--- src/rtl/cpu_pkg.sv ---
// Shared decode constants: instruction field positions and widths for the CPU datapath.
package cpu_pkg;
    localparam int XLEN_DEF = 32;
    localparam int INSTR_W  = 32;
    localparam int OPC_W    = 7;
    localparam int IMM_W    = 15;
    localparam int OPC_LSB  = 25;
    localparam int RS_LSB   = 20;
    localparam int RT_LSB   = 15;
    localparam int RD_LSB   = 10;
    localparam int IMM_LSB  = 0;
endpackage

--- src/rtl/reg_file.sv ---
// Architectural register file: two combinational read ports, one write port,
// register 0 hard-wired to zero, asynchronous clear.
module reg_file
    import cpu_pkg::*;
#(
    parameter int XLEN  = XLEN_DEF,
    parameter int NREGS = 32,
    parameter int RA_W  = $clog2(NREGS)
) (
    input  logic            CLK,
    input  logic            RST,
    input  logic            wr_en,
    input  logic [RA_W-1:0] wr_addr,
    input  logic [XLEN-1:0] wr_data,
    input  logic [RA_W-1:0] rd_addr1,
    output logic [XLEN-1:0] rd_data1,
    input  logic [RA_W-1:0] rd_addr2,
    output logic [XLEN-1:0] rd_data2
);
    logic [XLEN-1:0] regs [NREGS];

    // Each register is its own flop bank so reset can clear the whole file at once.
    generate
        for (genvar gi = 0; gi < NREGS; gi++) begin : g_reg
            if (gi == 0) begin : g_zero
                assign regs[gi] = '0;
            end else begin : g_flop
                logic [XLEN-1:0] q_reg;
                always_ff @(posedge CLK or posedge RST) begin
                    if (RST) begin
                        q_reg <= '0;
                    end else if (wr_en && (wr_addr == RA_W'(gi))) begin
                        q_reg <= wr_data;
                    end
                end
                assign regs[gi] = q_reg;
            end
        end
    endgenerate

    assign rd_data1 = regs[rd_addr1];
    assign rd_data2 = regs[rd_addr2];
endmodule

--- src/rtl/decode_stage_pipe.sv ---
// Instruction-decode pipeline stage: register file with write-back bypass,
// field slicing, and a registered valid/ready output with flush and held-bundle snooping.
module decode_stage_pipe
    import cpu_pkg::*;
#(
    parameter int XLEN  = XLEN_DEF,
    parameter int NREGS = 32,
    parameter int RA_W  = $clog2(NREGS)
) (
    input  logic               CLK,
    input  logic               RST,
    input  logic               in_valid,
    output logic               in_ready,
    input  logic [INSTR_W-1:0] instruction,
    input  logic               flush,
    input  logic               wb_en,
    input  logic [RA_W-1:0]    wb_addr,
    input  logic [XLEN-1:0]    wb_data,
    output logic               out_valid,
    input  logic               out_ready,
    output logic [OPC_W-1:0]   opcode,
    output logic [RA_W-1:0]    rs,
    output logic [RA_W-1:0]    rt,
    output logic [RA_W-1:0]    rd,
    output logic [XLEN-1:0]    readData1,
    output logic [XLEN-1:0]    readData2,
    output logic [XLEN-1:0]    signExtendedImmediate
);
    logic [RA_W-1:0]  rs_next, rt_next, rd_next;
    logic [OPC_W-1:0] opcode_next;
    logic [XLEN-1:0]  imm_next;
    logic [XLEN-1:0]  rf_data1, rf_data2;
    logic [XLEN-1:0]  read1_next, read2_next;
    logic             accept;
    logic             held;

    assign opcode_next = instruction[OPC_LSB +: OPC_W];
    assign rs_next     = instruction[RS_LSB +: RA_W];
    assign rt_next     = instruction[RT_LSB +: RA_W];
    assign rd_next     = instruction[RD_LSB +: RA_W];
    assign imm_next    = {{(XLEN-IMM_W){instruction[IMM_LSB+IMM_W-1]}}, instruction[IMM_LSB +: IMM_W]};

    reg_file #(
        .XLEN  (XLEN),
        .NREGS (NREGS),
        .RA_W  (RA_W)
    ) u_reg_file (
        .CLK      (CLK),
        .RST      (RST),
        .wr_en    (wb_en),
        .wr_addr  (wb_addr),
        .wr_data  (wb_data),
        .rd_addr1 (rs_next),
        .rd_data1 (rf_data1),
        .rd_addr2 (rt_next),
        .rd_data2 (rf_data2)
    );

    // Same-cycle write-back wins over the array so write-then-read is coherent.
    assign read1_next = (rs_next == '0) ? '0 :
                        (wb_en && (wb_addr == rs_next)) ? wb_data : rf_data1;
    assign read2_next = (rt_next == '0) ? '0 :
                        (wb_en && (wb_addr == rt_next)) ? wb_data : rf_data2;

    assign in_ready = !out_valid || out_ready;
    assign accept   = in_valid && in_ready && !flush;
    assign held     = out_valid && !out_ready;

    always_ff @(posedge CLK or posedge RST) begin
        if (RST) begin
            out_valid             <= 1'b0;
            opcode                <= '0;
            rs                    <= '0;
            rt                    <= '0;
            rd                    <= '0;
            readData1             <= '0;
            readData2             <= '0;
            signExtendedImmediate <= '0;
        end else if (flush) begin
            out_valid <= 1'b0;
        end else if (accept) begin
            out_valid             <= 1'b1;
            opcode                <= opcode_next;
            rs                    <= rs_next;
            rt                    <= rt_next;
            rd                    <= rd_next;
            readData1             <= read1_next;
            readData2             <= read2_next;
            signExtendedImmediate <= imm_next;
        end else begin
            if (out_valid && out_ready) begin
                out_valid <= 1'b0;
            end
            // A stalled bundle keeps its operands current with later write-backs.
            if (held && wb_en && (wb_addr != '0) && (wb_addr == rs)) begin
                readData1 <= wb_data;
            end
            if (held && wb_en && (wb_addr != '0) && (wb_addr == rt)) begin
                readData2 <= wb_data;
            end
        end
    end
endmodule

--- config.mk ---
export PLATFORM = sky130hd
export DESIGN_NAME = decode_stage_pipe
export DESIGN_NICKNAME = d
export VERILOG_FILES = /design/src/rtl/cpu_pkg.sv /design/src/rtl/reg_file.sv /design/src/rtl/decode_stage_pipe.sv
export SDC_FILE = /design/constraint.sdc
export NUM_CORES = 2
export LEC_CHECK = 0
export ABC_AREA = 0
export CELL_PAD_IN_SITES_DETAIL_PLACEMENT = 2
export CELL_PAD_IN_SITES_GLOBAL_PLACEMENT = 2
export CORE_UTILIZATION = 49
export CTS_CLUSTER_SIZE = 12
export DETAILED_ROUTE_END_ITERATION = 10
export PLACE_DENSITY = 0.92
export SYNTH_ARGS = -nofsm -noshare
export SYNTH_HDL_FRONTEND = slang
export SYNTH_SLANG_ARGS = --single-unit
export TNS_END_PERCENT = 20
--- constraint.sdc ---
create_clock -name CLK -period 62.7 [get_ports CLK]
set_input_delay 6.27 -clock CLK [delete_from_list [all_inputs] [get_ports CLK]]
set_output_delay 6.27 -clock CLK [all_outputs]
set_load 0.05 [all_outputs]
==> results by stage <==
CTS:
- The post-CTS setup-driven buffer insertion count is 0.
- The cts-stage hold buffer count is 0.
- In this run the deepest clock path goes through 3 buffers.
- The insertion delay to the later sink of the worst-skew pair is ~0.79 ns.
- The number of sinks driven by the clock tree is 1,089.
- The number of gates resized after CTS is 0.
- The H-tree level count is 3.
- The clock-pin slew on the worst setup and hold paths is ~0.060 ns.
- The TritonCTS clock tree is built.
- The number of buffers created by CTS is 117.
- In this run the clock root is driven by a sky130_fd_sc_hd__clkbuf_16.

Timing:
- The clock period could shrink to about 14 ns.
- Setup violations remaining at the end of the flow were counted as 0.
- The transition at the pin with the smallest max-transition slack is roughly 1.9 ns.
- The final setup skew is around 0.04 ns.
- The total count of hold-check failures in the final report is 0.
- The final total negative setup slack is 0 ns.
- The achievable frequency is 0.0712 GHz.
- The final count of pins violating max slew is between 60 and 70.
- Setup repair after global routing left no endpoint under its margin.
- The worst pin sits at a relative slew slack of -25.3%.
- The final critical path takes up about 22% of the cycle.

Route:
- The number of detailed-routing iterations run before antenna repair is 8.
- The detailed router finished its first iteration with approximately 8,400 violations.
- The residual antenna-violating net count after detailed routing is 0.
- The via count is roughly 50,000.
- After detailed routing, the number of remaining DRC violations is 0.
- Summed over all layers, the routed wires come to ~320 mm.
- In the routed layout, each cell is associated on average with a via count of between 8 and 9.
- The detailed-route wire length per cell is 57.3 um.

Finish:
- The relative area change from synthesis to final layout is 12.1%.
- The fraction of layout cells with a size suffix above 1 is a little under half.
- The number of nets in the layout is approximately 4,000.
- The filler cells instantiated in the layout total 9,904.
- The area of all placed cells without fillers is around 64,000 um^2.
- The flip-flop count of the largest register, all copies and words added is a little under 1,000.

Critical path:
- The cell with the most instances on the worst path is sky130_fd_sc_hd__clkdlybuf4s50_1.
- The worst register-to-register path has a setup slack of about 58 ns.
- The element type at the critical path start is an input port.
- For the worst setup path, the data arrival time is between 7 and 8 ns.
- Counting both buffers and inverters, the worst setup path holds a total of 3.
- The end of the worst register-to-register path is readData2[2].
- The worst register-to-register path has a depth of 8.
- The maximum fanout along the worst path is 3.
- The largest stage delay on the critical path is between 0.8 and 0.9 ns.
- STA classifies the critical path endpoint as an output port.
- The critical path is of the input port to output port type.
- STA puts the critical path data required time at 56.43 ns.
- The cell with the biggest individual delay on the critical path is sky130_fd_sc_hd__clkdlybuf4s50_1.
- On the critical path the largest part of the delay comes from buffers and inverters.
- The signal on the critical path passes through clkdlybuf4s50_1 > nor2b_4 > inv_2 > clkdlybuf4s50_1.
- The launch point of the worst reg-to-reg path is out_valid.

Pwr:
- VDD sags by at most 0.0255 mV.
- The reported leakage power is between 0.02 and 0.03 uW.
- The power density of the placed cells is ~37 nW/um^2.
- After layout, the design draws a total of approximately 2400 uW.

Synth:
- The number of flops mapped to enable cells by yosys is 0.
- The part of the Yosys area used for sequential elements is between 40% and 50%.
- In the synthesized netlist the dominant register cell turns out to be sky130_fd_sc_hd__dfrtp_1.
- The flop and latch count out of synthesis is approximately 1,100.
- Counting every instance in the synthesized netlist gives roughly 4,000.
- The distinct cell type count of the synthesized netlist is 55.
- Counting every net in the synthesized netlist gives ~4,100.
- The count of yosys warnings during synthesis is 0.
- In this run the mean area of a mapped cell was 14.2 um^2.
- The post-synth design cell area is about 57,000 um^2.
- In the synthesized netlist the async set-or-reset flop fraction comes to between 90% and 100%.

Global routing:
- The first global-routing pass estimated between 400 and 500 mm of wire.
- The number of global-route vias before repair is 49,342.
- The total global routing overflow is 0.
- The initial antenna violation count is 23.
- The total track usage is 48.7%.
- The pin count of the biggest net entering global routing is 191.

Floorplan:
- The initial standard-cell utilization of the core is roughly 50%.
- The region available for standard cell placement spans around 110,000 um^2.
- The die width is between 300 and 400 um.
- The die outline area is approximately 120,000 um^2.
- In this run the count of I/O pins placed on the die edge is 195.
- The floorplan has 124 rows.
- The vertical extent of the die is approximately 340 um.

Min path:
- The source of the worst hold timing path is signExtendedImmediate[4].
- The worst hold path cell count is 2.
- For hold timing, the worst endpoint is signExtendedImmediate[4].
- The class of the worst hold path is flop to flop.

Place:
- In this run the cell area measured after placement is approximately 60,000 um^2.
- The total half-perimeter wirelength after legalization and detailed placement is between 100 and 150 mm.
- The final weighted congestion in routability-driven placement is between 0.8 and 0.9.
- The number of buffers inserted by port buffering is about 190.

Job:
- The count of maximum capacitance violations is 4.

Status:
- The run finished, with violations left.
- The checks that failed: capacitance limit, slew limit.
-- Yosys cell counts (20+ instances only) --
cell type                  count  share of area [%]
sky130_fd_sc_hd__a221o_1      32               0.56
sky130_fd_sc_hd__nor4_1       30               0.33
sky130_fd_sc_hd__clkbuf_1    229                1.5
sky130_fd_sc_hd__nor2_1       51               0.34
sky130_fd_sc_hd__buf_2       120                1.1
sky130_fd_sc_hd__a211oi_1     34               0.45
sky130_fd_sc_hd__buf_4        42               0.55
sky130_fd_sc_hd__mux4_2      392                 15
sky130_fd_sc_hd__nand2_1     193                1.3
sky130_fd_sc_hd__mux2_2     1075                 21
sky130_fd_sc_hd__a21oi_1      20               0.18
sky130_fd_sc_hd__o22ai_1      43               0.47
sky130_fd_sc_hd__o21ai_0      34               0.30
sky130_fd_sc_hd__mux2i_1     120                2.1
sky130_fd_sc_hd__a22oi_1      90                1.2
sky130_fd_sc_hd__and3_1       40               0.44
sky130_fd_sc_hd__dfrtp_1    1089                 48
sky130_fd_sc_hd__a221oi_1    101                1.5
sky130_fd_sc_hd__a311oi_1     25               0.38
sky130_fd_sc_hd__buf_1        66               0.43
-- kinds of logic (layout without fill, tap and decap cells) --
logic type	after synthesis	in the layout	share of synthesized area, %
AND/OR/NAND/NOR	411	411	3.56
multiplexers	1590	1590	38.8
flip-flops	1089	1089	47.7
buffers and inverters	464	518	3.63
other	0	50	0
AO/OA/AOI/OAI	434	434	5.94
XOR/XNOR	20	20	0.307
-- layout by cell type (no fill, tap or decap), types with 10 or more instances in the layout --
master and instances:
sky130_fd_sc_hd__buf_4 103, sky130_fd_sc_hd__a21oi_1 20, sky130_fd_sc_hd__a22o_1 14, sky130_fd_sc_hd__mux2_2 1075, sky130_fd_sc_hd__a311oi_1 25, sky130_fd_sc_hd__nand2_1 184, sky130_fd_sc_hd__a22oi_1 90, sky130_fd_sc_hd__o21ai_0 34
sky130_fd_sc_hd__nor4_1 28, sky130_fd_sc_hd__a222oi_1 12, sky130_fd_sc_hd__o221ai_1 18, sky130_fd_sc_hd__clkbuf_1 26, sky130_fd_sc_hd__clkdlybuf4s50_1 186, sky130_fd_sc_hd__and3_1 40, sky130_fd_sc_hd__diode_2 50, sky130_fd_sc_hd__clkbuf_16 118
sky130_fd_sc_hd__nor2_1 36, sky130_fd_sc_hd__a211oi_1 34, sky130_fd_sc_hd__xnor2_1 16, sky130_fd_sc_hd__nor3_1 16, sky130_fd_sc_hd__and4_1 18, sky130_fd_sc_hd__o22ai_1 43, sky130_fd_sc_hd__dfrtp_1 1089, sky130_fd_sc_hd__nand2_2 10
sky130_fd_sc_hd__mux4_2 392, sky130_fd_sc_hd__clkinv_2 23, sky130_fd_sc_hd__a221o_1 32, sky130_fd_sc_hd__clkbuf_8 32, sky130_fd_sc_hd__a221oi_1 101, sky130_fd_sc_hd__mux2i_1 120, sky130_fd_sc_hd__nor2_4 13
-- final cells by class --
class / count / area, um^2 / area share (%)
diodes: 50 / 125 / 0.196
clock buffers: 176 / 3490 / 5.46
clock inverters: 36 / 363 / 0.567
inverters: 4 / 22.5 / 0.0352
multi-input cells: 2455 / 28000 / 43.8
flip-flops and latches: 1089 / 27300 / 42.6
well taps: 1512 / 1890 / 2.96
repair buffers: 302 / 2850 / 4.45
-- per-stage QoR --
step / setup WS [ns] / instances / hold WS [ns] / utilization (%)
2_1_floorplan: 25.77 / 4008 / 0.477 / -
3_3_place_gp: 48.71 / 5361 / 0.457 / 52.2
3_5_place_dp: 48.70 / 5361 / 0.475 / 52.2
4_1_cts: 48.68 / 5573 / 0.496 / 55.5
5_1_grt: 48.63 / 5586 / 0.533 / 55.6
6_report: 48.66 / 5624 / 0.493 / 55.7
-- worst reg2reg max path: stages, from the launching register on --
cell and delay (ns):
sky130_fd_sc_hd__dfrtp_1 0.36, sky130_fd_sc_hd__nor2b_4 0.25, sky130_fd_sc_hd__inv_2 0.10, sky130_fd_sc_hd__a2111o_1 0.46
sky130_fd_sc_hd__o31a_2 0.38, sky130_fd_sc_hd__buf_4 0.40, sky130_fd_sc_hd__nor3_4 1.29, sky130_fd_sc_hd__buf_4 0.66
sky130_fd_sc_hd__a311oi_1 0.54
-- power breakdown --
group,leakage (uW),internal [uW],switching (uW)
Combinational,0.0115,257,330
Clock,0.00192,408,362
Sequential,0.0139,838,195
-- worst max-delay path by stage --
stage                     slack, ns        end  startpoint  cells past startpoint
after CTS                     48.68   in_ready   out_ready                      4
after detailed placement      48.70   in_ready   out_ready                      4
final                         48.66   in_ready   out_ready                      4
after global routing          48.63   in_ready   out_ready                      4
after floorplan               25.77  opcode[0]         RST                      1
after global placement        48.71   in_ready   out_ready                      4
-- routing by layer --
layer / track usage [%] / part of all wire, %
met1: 59.7 / 32
met2: 69.9 / 41
met3: 17.4 / 16
met4: 38.9 / 12
met5: 0 / 0.16
No activity file was read; power rests on OpenSTA's default activity.
